## src/rtl/pipe_hazard_pkg.sv

```systemverilog
// Shared types for the pipeline hazard controller: scoreboard slot, FSM state, register-address width.
// Latency: n/a (types and a pure helper function only).
// Backpressure: n/a.
package pipe_hazard_pkg;

   // Register-address width used by the scoreboard slot; pipe_hazard_ctrl's REG_AW must equal this.
   localparam int HZ_REG_AW = 5;

   // One in-flight writer as seen from ID: where it writes and whether it is a load.
   typedef struct packed {
      logic                 valid;
      logic [HZ_REG_AW-1:0] dest;
      logic                 reg_write;
      logic                 mem_read;
   } hz_slot_t;

   typedef enum logic [1:0] {
      RUN        = 2'd0,
      LOAD_STALL = 2'd1,
      RAW_STALL  = 2'd2,
      REDIRECT   = 2'd3
   } hz_state_e;

   // A slot produces a value a source needs only when it actually writes a
   // non-zero register; $0 is hard-wired, so writes to it never create a hazard.
   function automatic logic slot_hit(input hz_slot_t             s,
                                     input logic [HZ_REG_AW-1:0] rs,
                                     input logic [HZ_REG_AW-1:0] rt,
                                     input logic                 use_rs,
                                     input logic                 use_rt);
      logic live;
      live     = s.valid & s.reg_write & (s.dest != '0);
      slot_hit = live & ((use_rs & (s.dest == rs)) | (use_rt & (s.dest == rt)));
   endfunction

endpackage

```

## src/rtl/hazard_scoreboard.sv

```systemverilog
// Two-slot (EX, MEM) shift register of in-flight writers with per-slot source-match outputs.
// Latency: match outputs are combinational from the registered slots; slots update every clk edge.
// Backpressure: none; bubble/squash load an empty EX slot, MEM always takes the old EX slot.
//
// Ports:
//   clk, rst_n             clock, async active-low reset (clears both slots)
//   squash                 taken branch: the ID instruction is discarded, EX slot becomes empty
//   bubble                 stall: ID instruction is held, EX slot becomes empty
//   ins_*                  decoded writer info of the instruction leaving ID
//   src_rs/src_rt, use_*   source registers of the instruction currently in ID
//   ex_match/mem_match     slot holds a writer of one of the used sources
//   ex_match_load/mem_...  same, and that writer is a load
module hazard_scoreboard
   import pipe_hazard_pkg::*;
(
   input  logic                 clk,
   input  logic                 rst_n,
   input  logic                 squash,
   input  logic                 bubble,
   input  logic                 ins_valid,
   input  logic [HZ_REG_AW-1:0] ins_dest,
   input  logic                 ins_reg_write,
   input  logic                 ins_mem_read,
   input  logic [HZ_REG_AW-1:0] src_rs,
   input  logic [HZ_REG_AW-1:0] src_rt,
   input  logic                 use_rs,
   input  logic                 use_rt,
   output logic                 ex_match,
   output logic                 ex_match_load,
   output logic                 mem_match,
   output logic                 mem_match_load
);

   hz_slot_t ex_slot;
   hz_slot_t mem_slot;
   hz_slot_t ex_next;

   // Squash and bubble both inject an empty slot; they differ only in what
   // happens to IF/ID, which is the top's business.
   always_comb begin
      ex_next = '0;
      if (!(squash || bubble)) begin
         ex_next.valid     = ins_valid;
         ex_next.dest      = ins_dest;
         ex_next.reg_write = ins_reg_write;
         ex_next.mem_read  = ins_mem_read;
      end
   end

   always_ff @(posedge clk or negedge rst_n) begin
      if (!rst_n) begin
         ex_slot  <= '0;
         mem_slot <= '0;
      end else begin
         ex_slot  <= ex_next;
         mem_slot <= ex_slot;
      end
   end

   assign ex_match       = slot_hit(ex_slot, src_rs, src_rt, use_rs, use_rt);
   assign mem_match      = slot_hit(mem_slot, src_rs, src_rt, use_rs, use_rt);
   assign ex_match_load  = ex_match & ex_slot.mem_read;
   assign mem_match_load = mem_match & mem_slot.mem_read;

endmodule

```

## src/rtl/pipe_hazard_ctrl.sv

```systemverilog
// Decides per cycle whether PC and IF/ID advance, stall or flush for a 5-stage MIPS pipeline.
// Latency: control outputs are combinational (same cycle); state/counters register one cycle later.
// Backpressure: a hazard holds PC and IF/ID and bubbles ID/EX; a taken branch overrides any stall.
//
// Build option: define HAZARD_FORWARD_EN when a forwarding unit is present; only a load in EX
// feeding the ID instruction then stalls (one cycle). Without it, any EX or MEM writer of a used
// source stalls (up to two cycles; WB is covered by the write-first register file).
//
// Ports:
//   clk, rst_n          clock, async active-low reset
//   id_*                ID-stage decode: valid, sources and use bits, RegDst-resolved dest,
//                       RegWrite, MemRead, Jump
//   ex_branch_taken     BEQ in EX resolved taken
//   pc_write            PC update enable
//   ifid_write          IF/ID enable
//   ifid_flush          load NOP into IF/ID
//   idex_bubble         zero control bits into ID/EX
//   state               registered classification of the previous cycle (debug only)
//   stall_cnt/flush_cnt saturating performance counters
module pipe_hazard_ctrl
   import pipe_hazard_pkg::*;
#(
   parameter int REG_AW = HZ_REG_AW,
   parameter int CNT_W  = 16
) (
   input  logic              clk,
   input  logic              rst_n,
   input  logic              id_valid,
   input  logic [REG_AW-1:0] id_rs,
   input  logic [REG_AW-1:0] id_rt,
   input  logic              id_use_rs,
   input  logic              id_use_rt,
   input  logic [REG_AW-1:0] id_dest,
   input  logic              id_reg_write,
   input  logic              id_mem_read,
   input  logic              id_jump,
   input  logic              ex_branch_taken,
   output logic              pc_write,
   output logic              ifid_write,
   output logic              ifid_flush,
   output logic              idex_bubble,
   output logic [1:0]        state,
   output logic [CNT_W-1:0]  stall_cnt,
   output logic [CNT_W-1:0]  flush_cnt
);

   logic      ex_match;
   logic      ex_match_load;
   logic      mem_match;
   logic      mem_match_load;
   logic      hit_any;
   logic      hit_load;
   logic      stall;
   logic      jump_flush;
   logic      flush_int;
   hz_state_e st;

   // A flushed ID instruction never enters EX, so it must not occupy a slot.
   hazard_scoreboard u_sb (
      .clk            (clk),
      .rst_n          (rst_n),
      .squash         (ex_branch_taken),
      .bubble         (stall),
      .ins_valid      (id_valid & ~flush_int),
      .ins_dest       (id_dest),
      .ins_reg_write  (id_reg_write),
      .ins_mem_read   (id_mem_read),
      .src_rs         (id_rs),
      .src_rt         (id_rt),
      .use_rs         (id_use_rs),
      .use_rt         (id_use_rt),
      .ex_match       (ex_match),
      .ex_match_load  (ex_match_load),
      .mem_match      (mem_match),
      .mem_match_load (mem_match_load)
   );

`ifdef HAZARD_FORWARD_EN
   // Forwarding covers everything except a load whose data is not back yet.
   logic unused_fwd;
   assign unused_fwd = ex_match ^ mem_match ^ mem_match_load;
   assign hit_any    = ex_match_load;
   assign hit_load   = ex_match_load;
`else
   assign hit_any  = ex_match | mem_match;
   assign hit_load = ex_match_load | mem_match_load;
`endif

   // The branch discards the ID instruction, so its hazard is moot.
   assign stall      = id_valid & hit_any & ~ex_branch_taken;
   assign jump_flush = id_valid & id_jump & ~hit_any & ~ex_branch_taken;
   assign flush_int  = ex_branch_taken | jump_flush;

   // Reset forces the free-running defaults regardless of the decode inputs.
   always_comb begin
      pc_write    = 1'b1;
      ifid_write  = 1'b1;
      ifid_flush  = 1'b0;
      idex_bubble = 1'b0;
      if (rst_n) begin
         if (ex_branch_taken) begin
            ifid_flush  = 1'b1;
            idex_bubble = 1'b1;
         end else if (stall) begin
            pc_write    = 1'b0;
            ifid_write  = 1'b0;
            idex_bubble = 1'b1;
         end else if (jump_flush) begin
            ifid_flush  = 1'b1;
         end
      end
   end

   // State only records what was decided; it never feeds back into the outputs.
   always_ff @(posedge clk or negedge rst_n) begin
      if (!rst_n) begin
         st        <= RUN;
         stall_cnt <= '0;
         flush_cnt <= '0;
      end else begin
         if (ex_branch_taken) begin
            st <= REDIRECT;
         end else if (stall && hit_load) begin
            st <= LOAD_STALL;
         end else if (stall) begin
            st <= RAW_STALL;
         end else begin
            st <= RUN;
         end
         if (stall && (stall_cnt != '1)) begin
            stall_cnt <= stall_cnt + 1'b1;
         end
         if (flush_int && (flush_cnt != '1)) begin
            flush_cnt <= flush_cnt + 1'b1;
         end
      end
   end

   assign state = st;

endmodule
```

## config.mk

```make
export PLATFORM = sky130hd
export DESIGN_NAME = pipe_hazard_ctrl
export DESIGN_NICKNAME = d
export VERILOG_FILES = /design/src/rtl/pipe_hazard_pkg.sv /design/src/rtl/hazard_scoreboard.sv /design/src/rtl/pipe_hazard_ctrl.sv
export SDC_FILE = /design/constraint.sdc
export NUM_CORES = 1
export LEC_CHECK = 0
export CAP_MARGIN = 20
export CORE_MARGIN = 2
export CORE_UTILIZATION = 54
export CTS_BUF_LIST = sky130_fd_sc_hd__clkbuf_4 sky130_fd_sc_hd__clkbuf_8
export CTS_CLUSTER_SIZE = 24
export DETAILED_ROUTE_END_ITERATION = 16
export GPL_ROUTABILITY_DRIVEN = 0
export PLACE_DENSITY_LB_ADDON = 0.3
export SYNTH_ARGS = -nofsm -noshare
export SYNTH_HDL_FRONTEND = slang
export SYNTH_HIERARCHICAL = 1
export SYNTH_SLANG_ARGS = --single-unit
export TNS_END_PERCENT = 5
```

## constraint.sdc

```tcl
create_clock -name clk -period 5.5 [get_ports clk]
set_input_delay 1.1 -clock clk [delete_from_list [all_inputs] [get_ports clk]]
set_output_delay 1.1 -clock clk [all_outputs]
set_load 0.1 [all_outputs]
```

After elaboration in Yosys (flattened, before gate mapping) --
Cells that the tools add are included.
Cells by class: bitwise operators 26, $add $sub $neg 2, muxes and demuxes 14, reduce and logical (&&, ||, !) cells 6, eq/ne operators 6
Operator list (count):
- adder 16 x 1 -> 16 bit, second input constant | 2
- != test 16 bit, second input constant | 2
- == test 5 bit | 4
- AND 1 bit | 18
- 2-to-1 mux 1 bit | 10
- nonzero test 5 bit | 2
- 2-to-1 mux 8 bit | 1
- 2-to-1 mux 2 bit | 3
- OR 1 bit | 5
- logical AND 1 bit | 3
- inverter 1 bit | 3
- logical OR 1 bit | 1
Word-level totals: word-level logic and storage cells 65, bits of input ports 24, register bits 50, output and inout bits 38

Longest topological paths before layout --
Gate-level depths: netlist of the first run.
word-level depth 12, mapped depth 9, mapped depth without buffers 8

Modules after synthesis --
The synthesis of the first run kept the hierarchy.
Modules (own cells, without submodules):
- pipe_hazard_ctrl | instances 1, cells an instance 159, sequential area each 850.8 sq um, area an instance 1680.4 sq um
- hazard_scoreboard | instances 1, cells an instance 63, sequential area each 400.4 sq um, area an instance 749.5 sq um

Least setup slack after synthesis of the first run --
Ideal clock, no wire load.
path kind input to output, start point input port id_rs[4], end point output port idex_bubble, arrival 4.134 ns, data required time 4.400 ns, path slack 0.266 ns, path buffers 0, stages 6, path through xor2_1 > nor4_1 > a32oi_1 > nor2_1 > o21ai_2 > a21boi_0
Between the ends: longest elaborated chain between the ends 10, elaborated cells on any way between the ends 14, those cells by class eq/ne (2); mux (3); bitwise (9)
Ends and longest elaborated chain:
- from (decl) | RTL line pipe_hazard_ctrl.sv:29 | input logic [REG_AW-1:0] id_rs,
- == test 5 bit | RTL line pipe_hazard_pkg.sv:33 | slot_hit = live & ((use_rs & (s.dest == rs)) | (use_rt & (s.dest == rt)));
- AND 1 bit | RTL line pipe_hazard_pkg.sv:33
- OR 1 bit | RTL line pipe_hazard_pkg.sv:33
- AND 1 bit | RTL line pipe_hazard_pkg.sv:33
- via mem_match | RTL line pipe_hazard_ctrl.sv:49 | logic mem_match;
- OR 1 bit | RTL line pipe_hazard_ctrl.sv:85 | assign hit_any = ex_match | mem_match;
- AND 1 bit (2 in a row) | RTL line pipe_hazard_ctrl.sv:90 | assign stall = id_valid & hit_any & ~ex_branch_taken;
- 2-to-1 mux 1 bit | RTL line pipe_hazard_ctrl.sv:104 | end else if (stall) begin
- 2-to-1 mux 1 bit | RTL line pipe_hazard_ctrl.sv:101 | if (ex_branch_taken) begin
- 2-to-1 mux 1 bit | RTL line pipe_hazard_ctrl.sv:100 | if (rst_n) begin
- to (decl) | RTL line pipe_hazard_ctrl.sv:41 | output logic idex_bubble,
The timed path passes the listed nets, and every way through them passes these cells.

Worst setup path after layout of the first run --
start point input port id_rs[4], end point output port ifid_flush
Between the ends: longest elaborated chain between the ends 12, elaborated cells on any way between the ends 18, those cells by class eq/ne (2); mux (4); bitwise (12)
Ends and longest elaborated chain:
- == test 5 bit * | RTL line pipe_hazard_pkg.sv:33
- AND 1 bit * | RTL line pipe_hazard_pkg.sv:33
- OR 1 bit * | RTL line pipe_hazard_pkg.sv:33
- AND 1 bit * | RTL line pipe_hazard_pkg.sv:33
- via mem_match | RTL line pipe_hazard_ctrl.sv:49
- OR 1 bit * | RTL line pipe_hazard_ctrl.sv:85
- inverter 1 bit | RTL line pipe_hazard_ctrl.sv:91 | assign jump_flush = id_valid & id_jump & ~hit_any & ~ex_branch_taken;
- AND 1 bit (2 in a row) | RTL line pipe_hazard_ctrl.sv:91
- 2-to-1 mux 1 bit | RTL line pipe_hazard_ctrl.sv:108 | end else if (jump_flush) begin
- 2-to-1 mux 1 bit * | RTL line pipe_hazard_ctrl.sv:104
- 2-to-1 mux 1 bit * | RTL line pipe_hazard_ctrl.sv:101
- 2-to-1 mux 1 bit * | RTL line pipe_hazard_ctrl.sv:100
- to (decl) | RTL line pipe_hazard_ctrl.sv:40 | output logic ifid_flush,
The timed path passes the listed nets; every way through them passes the cells marked *.

==> results of run 1 <==
[state kept, by name (all words and copies together) (netlist names)]
signal,count
flush_cnt,16
stall_cnt,16
state,2
u_sb/ex_slot,8
u_sb/mem_slot,8
[per-stage QoR]
stage	instances	util, %
floorplan	222	-
global placement	332	70.66
detailed placement	332	70.66
CTS	340	72.84
global route	340	72.84
finish	340	72.84
[metal layers]
layer | GRT usage [%] | wire, µm
met5 | 0 | 0
met4 | 7.966 | 42
met3 | 4.416 | 217
met2 | 35.10 | 2536
met1 | 31.19 | 2393
[cell families after synthesis]
kind of cell	count (synthesis)
compound gates	16
mux	4
simple gates	97
flops	50
buf+inv	8
xor+xnor	45
fa+ha+maj	2
[placed cells by master, fill, tap and decap left out, drive strengths merged, types with 3 or more instances in the layout]
cell type,count
dfrtp,50
o211ai,3
xor2,26
clkbuf,6
inv,4
or4,4
nor4,14
nor3b,3
clkdlybuf4s50,56
xnor2,19
buf,6
and3,4
and2,10
nor3,7
nand3,9
o21ai,5
nor2,12
nand4,15
nand2,11
[power breakdown]
part | total, µW | switching (µW) | internal (µW) | leakage (µW)
Sequential | 462 | 55.6 | 406 | 0.000660
Combinational | 435 | 320 | 114 | 0.000662
Clock | 223 | 121 | 101 | 0.0000472
[how the worst max path moves through the flow]
stage                     startpoint          end  slack [ns]
after floorplan             id_rs[4]  idex_bubble        0.27
after global placement      id_rs[4]   ifid_flush        1.16
after detailed placement    id_rs[4]   ifid_flush        1.10
after CTS                   id_rs[4]   ifid_flush        1.10
after global routing        id_rs[4]   ifid_flush        0.92
final                       id_rs[4]   ifid_flush        1.07
[worst max-delay path: stages]
cell	delay [ns]
clkdlybuf4s50_1	0.45
xor2_1	0.18
nor4_1	0.35
a32oi_1	0.18
nor2_1	0.19
and4bb_2	0.27
nor2_1	0.27
nor2b_1	0.08
buf_4	0.24
[final cells by class]
class	count	area, µm²	share of cell area, %
Sequential cell	50	1251	39.45
Multi-Input combinational cell	164	1142	36.02
Timing Repair Buffer	62	603.1	19.01
Clock buffer	6	82.58	2.604
Tap cell	52	65.06	2.051
Inverter	4	15.01	0.4734
Clock inverter	2	12.51	0.3945
==> reports/metrics.csv, run 1 <==
stage,metric,value,unit
clock_tree,clk_pin_slew,0.09,ns
routing,via_per_inst,5.603,
clock_tree,cts_buffers,5,
logic_synthesis,synth_ff_type,dfrtp_1,
global_route,overflow,0,
clock_tree,clock_latency,0.30,ns
timing,fin_crit_sh,80.50,%
timing,hold_viol_final,0,
global_route,grt_max_degree,41,
floorplan,die_y,71.08,µm
global_route,grt_use_total,22.34,%
timing,finalCriticalPeriod,4.427,ns
clock_tree,tritoncts,yes,
logic_synthesis,synth-compound-area-share,4.583,%
floorplan,die_w,71.08,µm
layout,diodes,0,
power_and_ir_drop,power.density,352.8,nW/µm²
logic_synthesis,synth_top_family_by_area,simple AND/OR/NAND/NOR gates,
logic_synthesis,ys_async_sr_fraction,100.0,%
clock_tree,cts_resized,0,
routing,firstDrtPassIters,4,
logic_synthesis,synth_xor_area_share,16.22,%
setup_path,start_kind,input pin,
logic_synthesis,netlist_top_cells_count,"dfrtp_1 (50), xor2_1 (26), xnor2_1 (19), nand4_1 (15), nor4_1 (13)",
floorplan,die-area,5052,µm²
worst_hold_path,whs_endpoint,u_sb/mem_slot[0],
outcome,outcome,"finished, final reports clean",
routing,drt_iter0_markers,131,
setup_path,endpoint_kind,primary output,
logic_synthesis,synth.area.mux_share,1.751,%
logic_synthesis,synth-edff-count,0,
logic_synthesis,yosysSeqAreaShare,51.49,%
clock_tree,hold_buffers,0,
clock_tree,cts_sinks,50,
power_and_ir_drop,power_leakage,0.001370,µW
logic_synthesis,synth-adder-area-share,1.030,%
logic_synthesis,synth_warnings,6,
layout,final_nets,313,
logic_synthesis,syn_avg_cell_area,10.95,µm²
worst_hold_path,hold_start,u_sb/ex_slot[0],
power_and_ir_drop,ir_worst_vdd,250.3,µV
layout,num-fill-cells,300,
timing,fin_skew,0.006730,ns
timing,rsz0062_at_grt,false,
logic_synthesis,synth_top_area_share,51.49,%
logic_synthesis,syn_nets,248,
timing,fmax,225.9,MHz
global_route,grt_pass1_wl,8818,µm
logic_synthesis,synthSimpleGateAreaFrac,23.43,%
clock_tree,h-tree-depth,2,
logic_synthesis,synth_most_common_cell,dfrtp_1,
floorplan,start_util,55.80,%
job,max_cap_viol_count,0,
placed_design,port_buffers,61,
setup_path,path_max_fanout,5,
timing,hold_slack,0.3803,ns
setup_path,reg2reg_slack,2.73,ns
logic_synthesis,ys_types,44,
placed_design,pre_cts_ws,1.096,ns
setup_path,reg2reg_to,stall_cnt[11],
routing,wirelength,5189,µm
routing,wl_per_cell,15.26,µm
setup_path,r2r_cells,8,
timing,setup_ws,1.073,ns
timing,fin_tns_setup,0,ns
setup_path,crit-reg2reg-launch,u_sb/mem_slot[6],
timing,slew_headroom,34.43,%
placed_design,place.detailed.hpwl,3835,µm
logic_synthesis,synthCells,222,
placed_design,placed_area,3077,µm²
layout,drive_gt1_share,7.639,%
global_route,grt_pass1_vias,1830,
layout,syn2layout_area_growth,30.54,%
floorplan,io_pins,62,
worst_hold_path,whs_path_depth,0,
floorplan,core_area,4354,µm²
logic_synthesis,synthTopCellsByArea,"dfrtp_1 (51%), xor2_1 (9.4%), xnor2_1 (6.8%)",
global_route,antenna_found_initial,0,
timing,worst_pin_slew,0.9806,ns
logic_synthesis,syn_area,2430,µm²
setup_path,crit_arrival,3.33,ns
power_and_ir_drop,total_power,1119,µW
timing,slew_viol_final,0,
routing,vias,1905,
worst_hold_path,min_path_type,flip-flop to flip-flop,
clock_tree,cts_setup_buffers,0,
timing,setup_viol,0,
routing,ant_nets,0,
routing,route.detailed.drc,0,
logic_synthesis,synth_top_area_cell,dfrtp_1,
floorplan,rows,24,
clock_tree,cts_root_buf,clkbuf_8,
setup_path,worstSetupPathType,input pin to primary output,
logic_synthesis,ys_ff_latch,50,
clock_tree,clockBufferDepth,2,
layout,fin_area,3172,µm²
setup_path,required,4.40,ns
Power figures use the tool's default switching activity.
==> run 2, diff against run 1 <==
--- a/config.mk
+++ b/config.mk
@@ -7,7 +7,7 @@
 export LEC_CHECK = 0
 export CAP_MARGIN = 20
 export CORE_MARGIN = 2
-export CORE_UTILIZATION = 54
+export CORE_UTILIZATION = 51
 export CTS_BUF_LIST = sky130_fd_sc_hd__clkbuf_4 sky130_fd_sc_hd__clkbuf_8
 export CTS_CLUSTER_SIZE = 24
 export DETAILED_ROUTE_END_ITERATION = 16
==> constraint.sdc (replaced) <==
create_clock -name clk -period 4.09 [get_ports clk]
set_input_delay 0.818 -clock clk [delete_from_list [all_inputs] [get_ports clk]]
set_output_delay 0.818 -clock clk [all_outputs]
set_load 0.1 [all_outputs]
==> reports/metrics.csv, run 2 (same netlist as run 1, synthesis figures left out) <==
stage,metric,value,unit,change
clock_tree,clock_latency,0.29,ns,was 0.30 ns
routing,wl_per_cell,14.97,µm,was 15.26 µm
setup_path,required,3.27,ns,was 4.40 ns
timing,setup_viol,0,,unchanged
timing,finalCriticalPeriod,3.817,ns,
setup_path,endpoint_kind,primary output,,unchanged
power_and_ir_drop,ir_worst_vdd,292.5,µV,was 250.3 µV
power_and_ir_drop,power_leakage,0.001418,µW,was 0.001370 µW
timing,fin_crit_sh,93.32,%,
clock_tree,cts_buffers,5,,unchanged
setup_path,worstSetupPathType,input pin to primary output,,unchanged
placed_design,place.detailed.hpwl,3846,µm,was 3835 µm
routing,met1_length,2358,µm,was 2393 µm
routing,ant_nets,0,,unchanged
job,max_cap_viol_count,0,,unchanged
power_and_ir_drop,switching_share,42.04,%,was 44.45%
setup_path,crit-reg2reg-launch,u_sb/mem_slot[6],,unchanged
worst_hold_path,whs_path_depth,0,,unchanged
floorplan,die_w,73.03,µm,was 71.08 µm
floorplan,io_pins,62,,unchanged
timing,fin_tns_setup,0,ns,unchanged
power_and_ir_drop,p_seq_share,39.8,%,was 41.2%
global_route,antenna_found_initial,0,,unchanged
floorplan,start_util,52.13,%,was 55.80%
layout,syn2layout_area_growth,34.40,%,was 30.54%
power_and_ir_drop,pwr-share-comb,37.9,%,was 38.9%
setup_path,reg2reg_to,stall_cnt[13],,was stall_cnt[11]
setup_path,critPathMostFrequentCell,nor2_1,,unchanged
setup_path,crit_end,pc_write,,was ifid_flush
clock_tree,hold_buffers,0,,unchanged
floorplan,die-area,5333,µm²,was 5052 µm²
setup_path,path_max_fanout,9,,was 5
global_route,grt_max_degree,25,,was 41
power_and_ir_drop,power.density,475.6,nW/µm²,was 352.8 nW/µm²
setup_path,cp.depth,9,,unchanged
setup_path,start_kind,input pin,,unchanged
routing,vias,1943,,was 1905
clock_tree,clk_pin_slew,0.08,ns,was 0.09 ns
clock_tree,cts_resized,0,,unchanged
setup_path,reg2reg_slack,1.29,ns,was 2.73 ns
power_and_ir_drop,total_power,1553,µW,was 1119 µW
global_route,overflow,0,,unchanged
power_and_ir_drop,pwr-share-clk,22.3,%,was 19.9%
routing,met2_length,2466,µm,was 2536 µm
clock_tree,clockBufferDepth,2,,unchanged
routing,wirelength,5164,µm,was 5189 µm
routing,drt_iter0_markers,124,,was 131
power_and_ir_drop,p_switching,652.9,µW,was 497.4 µW
setup_path,critPathBufInv,2,,unchanged
layout,drive_gt1_share,8.591,%,was 7.639%
timing,slew_headroom,34.65,%,was 34.43%
timing,rsz0062_at_grt,false,,unchanged
timing,fin_skew,0.007690,ns,was 0.006730 ns
layout,layout_commonest_cell,clkdlybuf4s50_1,,unchanged
setup_path,r2r_cells,8,,unchanged
clock_tree,cts_setup_buffers,0,,unchanged
timing,fmax,262.0,MHz,
timing,worst_pin_slew,0.9772,ns,was 0.9806 ns
clock_tree,tritoncts,yes,,unchanged
clock_tree,cts_root_buf,clkbuf_8,,unchanged
routing,via_per_inst,5.632,,was 5.603
setup_path,worstPathCellList,"clkdlybuf4s50_1, xor2_1, nor4_1, a32oi_1, nor2_1, o21ai_2, nor2_1, nand2_1, buf_12",,"was clkdlybuf4s50_1, xor2_1, nor4_1, a32oi_1, nor2_1, and4bb_2, nor2_1, nor2b_1, buf_4"
routing,routed.top_layer,met4,,unchanged
layout,layout_common_cells,"clkdlybuf4s50_1 (56), dfrtp_1 (50), xor2_1 (26), xnor2_1 (19), nand4_1 (15)",,unchanged
power_and_ir_drop,internal_power,900.2,µW,was 621.7 µW
floorplan,core_area,4661,µm²,was 4354 µm²
routing,wl_met3,267,µm,was 217 µm
floorplan,rows,25,,was 24
timing,hold_viol_final,0,,unchanged
timing,slew_viol_final,0,,unchanged
layout,diodes,0,,unchanged
global_route,grt_pass1_wl,8921,µm,was 8818 µm
floorplan,die_y,73.03,µm,was 71.08 µm
placed_design,port_buffers,61,,unchanged
clock_tree,cts_sinks,50,,unchanged
setup_path,cpPeakStageDelay,0.46,ns,was 0.45 ns
global_route,grt_use_total,21.54,%,was 22.34%
worst_hold_path,min_path_type,flip-flop to flip-flop,,unchanged
routing,firstDrtPassIters,4,,unchanged
setup_path,critPathTopFamily,simple AND/OR/NAND/NOR gates,,unchanged
clock_tree,h-tree-depth,2,,unchanged
layout,reg_top3,"flush_cnt (16), stall_cnt (16)",,unchanged
setup_path,cpMaxStageDelayCell,clkdlybuf4s50_1,,unchanged
global_route,grt_pass1_vias,1871,,was 1830
outcome,outcome,"finished, final reports clean",,unchanged
setup_path,crit_arrival,3.00,ns,was 3.33 ns
routing,route.detailed.drc,0,,unchanged
setup_path,startpoint,id_rs[4],,unchanged
layout,final_nets,316,,was 313
## run 2: worst register-to-register path, delay by kind of cell (launching register included)
family / cells / cell delay (ns)
AO/OA/AOI/OAI: 2 / 0.35
XOR/XNOR: 2 / 0.35
AND/OR/NAND/NOR: 4 / 1.62
flip-flops: 1 / 0.42
## run 2: worst min-delay path by stage
stage	from	to	slack, ns
after floorplan	u_sb/ex_slot[0]	u_sb/mem_slot[0]	0.35
after global placement	u_sb/ex_slot[0]	u_sb/mem_slot[0]	0.36
after detailed placement	u_sb/ex_slot[0]	u_sb/mem_slot[0]	0.36
after CTS	u_sb/ex_slot[0]	u_sb/mem_slot[0]	0.38
after global routing	rst_n	flush_cnt[3]	0.40
final	u_sb/ex_slot[0]	u_sb/mem_slot[0]	0.38
## run 2: stage by stage
| step | setup slack [ns] | cell area (µm²) | std cells | hold WS, ns | utilization (%) |
|---|---|---|---|---|---|
| after floorplan | 0.1600 | 2430 | 222 | 0.3543 | - |
| after global placement | 0.3678 | 3152 | 337 | 0.3612 | 67.62 |
| after detailed placement | 0.2800 | 3152 | 337 | 0.3639 | 67.62 |
| after CTS | 0.2783 | 3266 | 345 | 0.3794 | 70.07 |
| after global routing | 0.09751 | 3266 | 345 | 0.3984 | 70.07 |
| final | 0.2730 | 3266 | 345 | 0.3790 | 70.07 |
## run 2: routing by layer
layer	vias up	GRT usage (%)
met1	932	29.74
met2	60	34.03
li1	942	-
met3	9	4.558
met5	-	0
met4	0	6.790
## run 2: power groups by stage
stage	Combinational, µW	Sequential [µW]	Clock (µW)
4_1_cts	593	617	358
6_report	589	618	346
2_1_floorplan	128	922	0
3_3_place_gp	583	625	0
5_1_grt	619	629	377
3_5_place_dp	590	626	0
## run 2: final cells by class
type	instances	area, µm²
fillers	366	1395
well taps	54	67.56
flip-flops and latches	50	1251
multi-input cells	164	1142
repair buffers	65	675.6
inverters	4	15.01
clock buffers	7	83.83
clock inverters	1	30.03
